==> config.mk <==
export PLATFORM = sky130hd
export DESIGN_NAME = duc_hop_sched
export DESIGN_NICKNAME = d
export VERILOG_FILES = /design/src/rtl/duc_hop_sched_pkg.sv /design/src/rtl/duc_fcw_table.sv /design/src/rtl/duc_hop_sched.sv
export SDC_FILE = /design/constraint.sdc
export NUM_CORES = 1
export LEC_CHECK = 0
export BUFFER_PORTS_ARGS = -buffer_cell sky130_fd_sc_hd__buf_2
export CORE_AREA = 2 2 205 207
export CTS_CLUSTER_DIAMETER = 30
export DETAILED_ROUTE_END_ITERATION = 8
export DIE_AREA = 0 0 207 209
export GPL_ROUTABILITY_DRIVEN = 0
export HOLD_SLACK_MARGIN = 0.12
export PLACE_DENSITY = 0.82
export SYNTH_ARGS = -nofsm -noshare
export SYNTH_HDL_FRONTEND = slang
export SYNTH_HIERARCHICAL = 1
export SYNTH_SLANG_ARGS = --single-unit
==> constraint.sdc <==
create_clock -name clk_200m -period 3.9 [get_ports clk_200m]
set_clock_uncertainty 0.1 [all_clocks]
set_input_delay 0.195 -clock clk_200m [delete_from_list [all_inputs] [get_ports clk_200m]]
set_output_delay 0.195 -clock clk_200m [all_outputs]
set_load 0.02 [all_outputs]
==> src/rtl/duc_hop_sched_pkg.sv <==
// duc_hop_sched_pkg: shared widths, reset FCW and FSM encoding for the hop scheduler
package duc_hop_sched_pkg;
  localparam int FCW_W   = 28;
  localparam int DEPTH   = 16;
  localparam int IDX_W   = 4;
  localparam int DWELL_W = 16;
  localparam int GUARD_W = 8;
  localparam logic [FCW_W-1:0] DEFAULT_FCW = 28'h5333333;
  typedef enum logic [1:0] {IDLE = 2'd0, GUARD = 2'd1, DWELL = 2'd2} state_t;
  function automatic logic [IDX_W-1:0] last_idx(input logic [IDX_W:0] n);
    logic [IDX_W:0] m;
    m = (n > (IDX_W+1)'(DEPTH)) ? (IDX_W+1)'(DEPTH) : n;
    m = m - (IDX_W+1)'(1);
    return m[IDX_W-1:0];
  endfunction
endpackage

==> src/rtl/duc_fcw_table.sv <==
// duc_fcw_table: hop-table register file, sync write, async read, reset to DEFAULT_FCW
module duc_fcw_table
  import duc_hop_sched_pkg::*;
(
  input  logic             clk_200m,
  input  logic             cfg_rst_n,
  input  logic             i_wr_en,
  input  logic [IDX_W-1:0] i_wr_addr,
  input  logic [FCW_W-1:0] i_wr_fcw,
  input  logic [IDX_W-1:0] i_rd_addr,
  output logic [FCW_W-1:0] o_rd_fcw
);
  logic [FCW_W-1:0] r_mem [DEPTH];
  always_ff @(posedge clk_200m) begin
    if (!cfg_rst_n) begin
      for (int i = 0; i < DEPTH; i++) r_mem[i] <= DEFAULT_FCW;
    end else if (i_wr_en) begin
      r_mem[i_wr_addr] <= i_wr_fcw;
    end
  end
  assign o_rd_fcw = r_mem[i_rd_addr];
endmodule

==> src/rtl/duc_hop_sched.sv <==
// duc_hop_sched: steps the DUC DDS through the hop table with guard/dwell timing
module duc_hop_sched
  import duc_hop_sched_pkg::*;
(
  input  logic               clk_200m,
  input  logic               cfg_rst_n,
  input  logic               cfg_wr_en,
  input  logic [IDX_W-1:0]   cfg_wr_addr,
  input  logic [FCW_W-1:0]   cfg_wr_fcw,
  input  logic [IDX_W:0]     cfg_num_hops,
  input  logic [DWELL_W-1:0] cfg_dwell,
  input  logic [GUARD_W-1:0] cfg_guard,
  input  logic               cfg_loop,
  input  logic               hop_start,
  input  logic               hop_stop,
  output logic [FCW_W-1:0]   fcw_data,
  output logic               tx_dds_en,
  output logic [IDX_W-1:0]   hop_idx,
  output logic               hop_strobe,
  output logic               busy,
  output logic               done
);
  state_t             r_state, w_state_nxt;
  logic [DWELL_W-1:0] r_cnt, w_cnt_nxt;
  logic [IDX_W-1:0]   r_idx, w_idx_nxt, r_last;
  logic [DWELL_W-1:0] r_dwell, w_d_eff;
  logic [GUARD_W-1:0] r_guard, w_g_eff;
  logic               r_loop;
  logic [FCW_W-1:0]   r_fcw, w_rd_fcw;
  logic               r_en, w_en_nxt, r_strobe, w_strobe_nxt, r_busy, r_done, w_done_nxt;
  logic               w_load, w_last_hop;
  assign w_load     = (r_state == IDLE) && hop_start && (cfg_num_hops != '0) && !hop_stop;
  assign w_g_eff    = (cfg_guard == '0) ? GUARD_W'(1) : cfg_guard;
  assign w_d_eff    = (cfg_dwell == '0) ? DWELL_W'(1) : cfg_dwell;
  assign w_last_hop = (r_idx == r_last);
  duc_fcw_table u_tab (
    .clk_200m  (clk_200m),
    .cfg_rst_n (cfg_rst_n),
    .i_wr_en   (cfg_wr_en),
    .i_wr_addr (cfg_wr_addr),
    .i_wr_fcw  (cfg_wr_fcw),
    .i_rd_addr (w_idx_nxt),
    .o_rd_fcw  (w_rd_fcw)
  );
  always_comb begin
    w_state_nxt  = r_state;
    w_cnt_nxt    = r_cnt;
    w_idx_nxt    = r_idx;
    w_en_nxt     = r_en;
    w_strobe_nxt = 1'b0;
    w_done_nxt   = 1'b0;
    if (hop_stop) begin
      w_state_nxt = IDLE;
      w_en_nxt    = 1'b0;
    end else begin
      case (r_state)
        IDLE: if (w_load) begin
          w_state_nxt  = GUARD;
          w_idx_nxt    = '0;
          w_cnt_nxt    = DWELL_W'(w_g_eff);
          w_strobe_nxt = 1'b1;
          w_en_nxt     = 1'b0;
        end
        GUARD: if (r_cnt == DWELL_W'(1)) begin
          w_state_nxt = DWELL;
          w_cnt_nxt   = r_dwell;
          w_en_nxt    = 1'b1;
        end else begin
          w_cnt_nxt = r_cnt - DWELL_W'(1);
        end
        DWELL: if (r_cnt != DWELL_W'(1)) begin
          w_cnt_nxt = r_cnt - DWELL_W'(1);
        end else if (!w_last_hop || r_loop) begin
          w_state_nxt  = GUARD;
          w_idx_nxt    = w_last_hop ? '0 : r_idx + IDX_W'(1);
          w_cnt_nxt    = DWELL_W'(r_guard);
          w_strobe_nxt = 1'b1;
          w_en_nxt     = 1'b0;
        end else begin
          w_state_nxt = IDLE;
          w_en_nxt    = 1'b0;
          w_done_nxt  = 1'b1;
        end
        default: begin
          w_state_nxt = IDLE;
          w_en_nxt    = 1'b0;
        end
      endcase
    end
  end
  // Table is read at the index about to be latched, so a same-cycle write yields the old entry.
  always_ff @(posedge clk_200m) begin
    if (!cfg_rst_n) begin
      r_state  <= IDLE;
      r_cnt    <= '0;
      r_idx    <= '0;
      r_last   <= '0;
      r_dwell  <= DWELL_W'(1);
      r_guard  <= GUARD_W'(1);
      r_loop   <= 1'b0;
      r_fcw    <= DEFAULT_FCW;
      r_en     <= 1'b0;
      r_strobe <= 1'b0;
      r_busy   <= 1'b0;
      r_done   <= 1'b0;
    end else begin
      r_state  <= w_state_nxt;
      r_cnt    <= w_cnt_nxt;
      r_idx    <= w_idx_nxt;
      r_fcw    <= w_strobe_nxt ? w_rd_fcw : r_fcw;
      r_en     <= w_en_nxt;
      r_strobe <= w_strobe_nxt;
      r_busy   <= (w_state_nxt != IDLE);
      r_done   <= w_done_nxt;
      if (w_load) begin
        r_last  <= last_idx(cfg_num_hops);
        r_dwell <= w_d_eff;
        r_guard <= w_g_eff;
        r_loop  <= cfg_loop;
      end
    end
  end
  assign fcw_data   = r_fcw;
  assign tx_dds_en  = r_en;
  assign hop_idx    = r_idx;
  assign hop_strobe = r_strobe;
  assign busy       = r_busy;
  assign done       = r_done;
endmodule

# Word-level counts from Yosys, hierarchy flattened
# Memories as Yosys holds them, arrays and structs flattened. A register that Yosys moved wholly into a read port is not among the register bits.
# Index checks and enable logic that the tools add are counted.
word_totals:
  regBits: 55
  ramBits: 448
  input_bits: 67
  output_inout_bits: 36
  word_cells: 83
  n_memories: 1
classes:
  addsub: 3
  n_lt_le_gt_ge: 1
  n_eq_ne: 9
  muxes: 37
  n_bitwise: 3
  n_reduce_logical: 18
mem_list:
  columns: ["memory", "depth", "word_bits", "read_ports", "rd_ports_with_merged_regs", "wr", "line_no", "source"]
  rows:
  - ["u_tab.r_mem", 16, 28, 1, 1, 16, "duc_fcw_table.sv:13", "logic [FCW_W-1:0] r_mem [DEPTH];"]
ops:
  columns: ["op", "n"]
  rows:
  - ["$mux 16", 5]
  - ["$pmux 16 s3", 1]
  - ["$mux 28", 1]
  - ["$mux 4", 7]
  - ["$reduce_or 28->1", 1]
  - ["$eq 16x1->1 const B", 1]
  - ["$logic_not 16->1", 1]
  - ["$ne 16x1->1 const B", 1]
  - ["$sub 16x1->16 const B", 1]
  - ["$mux 1", 14]
  - ["$logic_not 8->1", 1]
  - ["$mux 2", 4]
  - ["$mux 8", 1]
  - ["$pmux 4 s2", 1]
  - ["$ne 2x2->1 const B", 3]
  - ["$pmux 2 s3", 1]
  - ["$gt 5x5->1 const B", 1]
  - ["$reduce_bool 5->1", 1]
  - ["$add 4x1->4 const B", 1]
  - ["$eq 4x4->1", 1]
  - ["$reduce_and 4->1", 1]
  - ["$reduce_or 4->1", 1]
  - ["$sub 4x1->4 const B", 1]
  - ["$logic_and 1x1->1", 3]
  - ["13 further kinds", 17]

# Longest topological paths before layout
logic_depth:
  word_depth: 8
  depth_mapped: 17
  depth_no_buf: 12

# Cells and area by module
# Netlist, hierarchy kept.
by_module_without_submodules:
  columns: ["module", "instances", "cells_each", "area_per_inst_um2", "seq_area_each_um2"]
  rows:
  - ["duc_fcw_table", 1, 1273, 20154.3, 13452.9]
  - ["duc_hop_sched", 1, 497, 4237.8, 1661.6]

# Worst setup path before layout
# OpenSTA, ideal clock, no wires.
synth_path:
  path_kind: "input -> register"
  startpoint: "input cfg_rst_n"
  endpoint: "memory u_tab.r_mem[15][0] (enable)"
  setup_ns: 0.452
  t_arrival_ns: 2.872
  t_required_ns: 3.348
  slack_ns: 0.476
  path_stages: 5
  n_path_buf: 3
  path_cell_list: "buf_4 -> nand4_1 -> clkbuf_1 -> clkbuf_1 -> o21ai_0"
synth_rtl:
  columns: ["item", "line_no", "source"]
  rows:
  - ["start, declared", "duc_hop_sched.sv:6", "input logic cfg_rst_n,"]
  - ["end, declared", "duc_fcw_table.sv:13", null]

# Final worst setup path
layout_path:
  startpoint: "register r_cnt[1]"
  endpoint: "register r_fcw[8] (netlist: fcw_data[8]) (read register of u_tab.r_mem)"
layout_between:
  elab_chain_cells: 4
  word_cells_on_any_way: 7
  cone_classes: "eq/ne: 1; mux: 6"
layout_lines:
  columns: ["item", "line_no", "source"]
  rows:
  - ["start, declared", "duc_hop_sched.sv:24", "logic [DWELL_W-1:0] r_cnt, w_cnt_nxt;"]
  - ["start signal, assigned", "duc_hop_sched.sv:108", "r_cnt <= w_cnt_nxt;"]
  - ["$ne 16x1->1", "duc_hop_sched.sv:71", "DWELL: if (r_cnt != DWELL_W'(1)) begin"]
  - ["$mux 4", "duc_hop_sched.sv:71", null]
  - ["$pmux 4 s2", "duc_hop_sched.sv:56", "case (r_state)"]
  - ["$mux 4", "duc_hop_sched.sv:52", "if (hop_stop) begin"]
  - ["via w_idx_nxt[0]", "duc_hop_sched.sv:25", "logic [IDX_W-1:0] r_idx, w_idx_nxt, r_last;"]
  - ["end, declared", "duc_hop_sched.sv:29", "logic [FCW_W-1:0] r_fcw, w_rd_fcw;"]
# The timed path passes the listed nets, and every way through them passes these cells.
# A chain may end at the register's enable or synchronous reset.

==> impl_results.md <==
* Run status: finished clean
* Leakage power at 10.5 nW
* Async SR Flop Fraction at 0%
* Clk_lat worst skew at 0.63 ns
* Grt ovf at 0
* Port Buffers at slightly above 100
* Post-Syn Area at roughly 0.024 mm2
* Sequential area share after synthesis at 62.0%
* Yosys warnings at 6
* Total track usage at a little under a third
* CP top delay family: simple AND/OR/NAND/NOR gates
* Via density per instance at 6.69
* Post-synth EDFFs at 448
* Core Rows at 75
* Hold crit path type: in -> reg
* Final setup TNS at 0 ns
* Top FF cell, synth: edfxtp_1
* Syn-to-layout area delta at 21.9%
* DRC violations left at 0
* Final hold violations at 0
* Max capacitance violation total at 0
* Antenna Nets Post-Route at 0
* Vias in the first global route at 17800
* Clk sinks at approximately 530
* Largest net degree at the start of global routing at 57
* Starting density of the core at between 50% and 60%
* Synth Area per Inst at 13.8 um2
* Final WL at about 68000 um
* CTS root buf: clkbuf_16
* Antenna violations before repair at 1
* CP max stage cell: mux4_2
* Power Density at 542 mW/mm2
* Crit path max fanout at 21
* Share of cells above drive strength 1 at between 20% and 30%
* Cells after Synth at about 1800
* Clk buf depth at 3
* Final #Nets at roughly 2000
* Minimum clock period at ~3.7 ns
* DR iter-0 viols at 2875
* Routed len/inst at 26.6 um
* Die X at just over 200 um
* Fmax at 268 MHz
* Period Utilization, post-route at a little over nine tenths
* Synthesized Nets at 1845
* Final setup vio count at 0
* Max IR drop VDD at approximately 0.00036 V
* CTS tree: built
* Max-Slew Margin vs Limit at between 10% and 20%
* Final core occ at between 70 and 80%
* DR vias at roughly 17000
* Req. time, crit path at 4.28 ns
* CP cell instances: inv_1 -> ha_1 -> nor4b_2 -> and4_2 -> and3_1 -> inv_1 -> mux2i_4 -> buf_12 -> buf_12 -> mux4_2 -> a22oi_1 -> nand2_1 -> nor2_1 -> mux2i_1
* N_diodes at 0
* First-pass iteration count of the detailed router at 5
* Slew at the pin with the worst max-slew slack at approximately 1.2 ns
* Die area at 0.0433 mm2
* Post-detail-place hpwl at roughly 37000 um
* Worst path bufs/invs at 4
* Top Ports at 103
* Slowest stage delay, CP at 0.54 ns
* Crit path launch type: register
* Crit path DAT at about 4.1 ns
* Number of distinct library cells after synthesis at 66
* First-pass GRT wire length at approximately 100000 um
* H-tree depth at 3
* Post-synthesis register bit count at between 500 and 600
* Clock transition at the registers of the reported paths at ~0.050 ns
* Max-slew violation count at 0
* Placeable Area at about 0.041 mm2
* WS Path Type: reg -> reg
* Number of buffers created by CTS at between 90 and 100
* Die H at around 210 um
* RSZ-0062 raised after global routing: no
* Critical path capture point type: register
==> path summary, 6_finish.rpt <==
check	slack [ns]	depth (start not counted)	startpoint	to
hold reg to reg	0.36	2	fcw_data[25]	fcw_data[25]
setup / recovery	0.16	14	r_cnt[1]	fcw_data[8]
setup reg to reg	0.16	14	r_cnt[1]	fcw_data[8]
hold / removal	0.19	4	cfg_rst_n	fcw_data[6]
==> stage by stage <==
step,cell area (um2),hold slack (ns),power (mW),setup WS [ns],instances
after CTS,29700,0.146,16.1,0.0127,2560
final,29700,0.185,16.1,0.162,2561
after floorplan,24400,0.173,7.14,0.476,1770
after global routing,29700,0.193,16.5,0.0326,2561
after detailed placement,25600,0.344,7.47,0.0948,2312
after global placement,25600,0.341,7.42,0.204,2312
==> power breakdown <==
group,internal (mW),switching (mW)
registers,6.46,0.120
logic,0.333,0.569
clock network,5.64,3.00
total,12.4,3.69
==> logic make-up after synthesis <==
kind of cell               Yosys count  share of synthesized area [%]
and+or+nand+nor                    713                           17.0
DFF                                531                           62.0
buffers and inverters              187                           3.42
AOI/OAI and AO/OA                  178                           5.23
muxes                              142                           11.6
xor gates and xnor gates            11                          0.395
adders and majority gates            8                          0.410
==> cell usage in the layout, fill, tap and decap left out, types with 9 or more instances in the layout <==
master         count
clkbuf_16         98
dlygate4sd3_1     69
nand2b_1          66
clkinvlp_4         9
nor3_1            11
buf_2            102
bufinv_16         15
dfxtp_1           83
edfxtp_1         448
inv_1             14
xnor2_1            9
a21oi_1           23
clkinv_2          10
a22o_1             9
and3_1            87
and2_1           143
buf_12            11
or3_1            171
nor4_1             9
o21ai_2           12
mux4_2           112
nand2_1           95
clkinv_4          12
buf_4             62
nor2_1            66
mux2i_1           28
clkbuf_1           9
nand3_1           17
inv_6             12
a22oi_1           65
==> worst reg2reg max path, delay by kind of cell (launching register included) <==
family	cells	cell delay, ns
buffers and inverters	4	0.59
AOI/OAI and AO/OA	1	0.42
and+or+nand+nor	5	1.08
adders and majority gates	1	0.21
DFF	1	0.31
muxes	3	0.86
==> metal layers <==
layer,track usage [%],up-vias,wire length (um)
met5,0,-,13
met4,13.8,2,2300
met3,7.84,216,8390
met2,49.8,1381,32800
met1,41.3,8443,24500
li1,-,7100,-
==> cell type report <==
type / instances / area (um2)
sequential: 531 / 15100
fill: 2320 / 11600
multi-input combinational: 1052 / 8590
clock buffer: 108 / 2490
timing repair buffer: 245 / 1910
clock inverter: 71 / 901
tap: 539 / 674
inverter: 15 / 56.3
==> Yosys cell counts (7+ instances only) <==
cell type / number / area (um2)
edfxtp_1: 448 / 13500
or3_1: 171 / 1070
and2_1: 143 / 895
clkbuf_1: 133 / 499
mux4_2: 112 / 2520
nand2_1: 96 / 360
and3_1: 87 / 544
dfxtp_1: 83 / 1660
nand2b_1: 68 / 425
a22oi_1: 67 / 503
nor2_1: 67 / 251
mux2i_1: 29 / 290
a21oi_1: 23 / 115
nand3_1: 17 / 85.1
o21ai_0: 17 / 85.1
nor3_1: 15 / 75.1
inv_1: 14 / 52.6
buf_2: 12 / 60.1
a22o_1: 9 / 78.8
nor4_1: 9 / 56.3
xnor2_1: 9 / 78.8
buf_6: 8 / 90.1
ha_1: 8 / 100
o211ai_1: 8 / 60.1
buf_4: 7 / 52.6
==> registers in the layout, indices dropped and copies added (netlist names) <==
register     count
r_loop           1
tx_dds_en        1
hop_idx          4
r_state          2
r_guard          8
u_tab/r_mem    448
done             1
r_cnt           16
r_dwell         16
hop_strobe       1
r_last           4
fcw_data        28
busy             1
==> what timing repair did <==
| item | 4_1_cts | 5_1_grt |
|---|---|---|
| endpoints found under the setup margin | 0 | 21 |
| setup buffers | 0 | 0 |
| hold endpoints to repair | 492 | 0 |
| gates resized for setup | 0 | 4 |
| hold buffers | 69 | 0 |
Note: power is estimated with default switching activity, not from simulation.
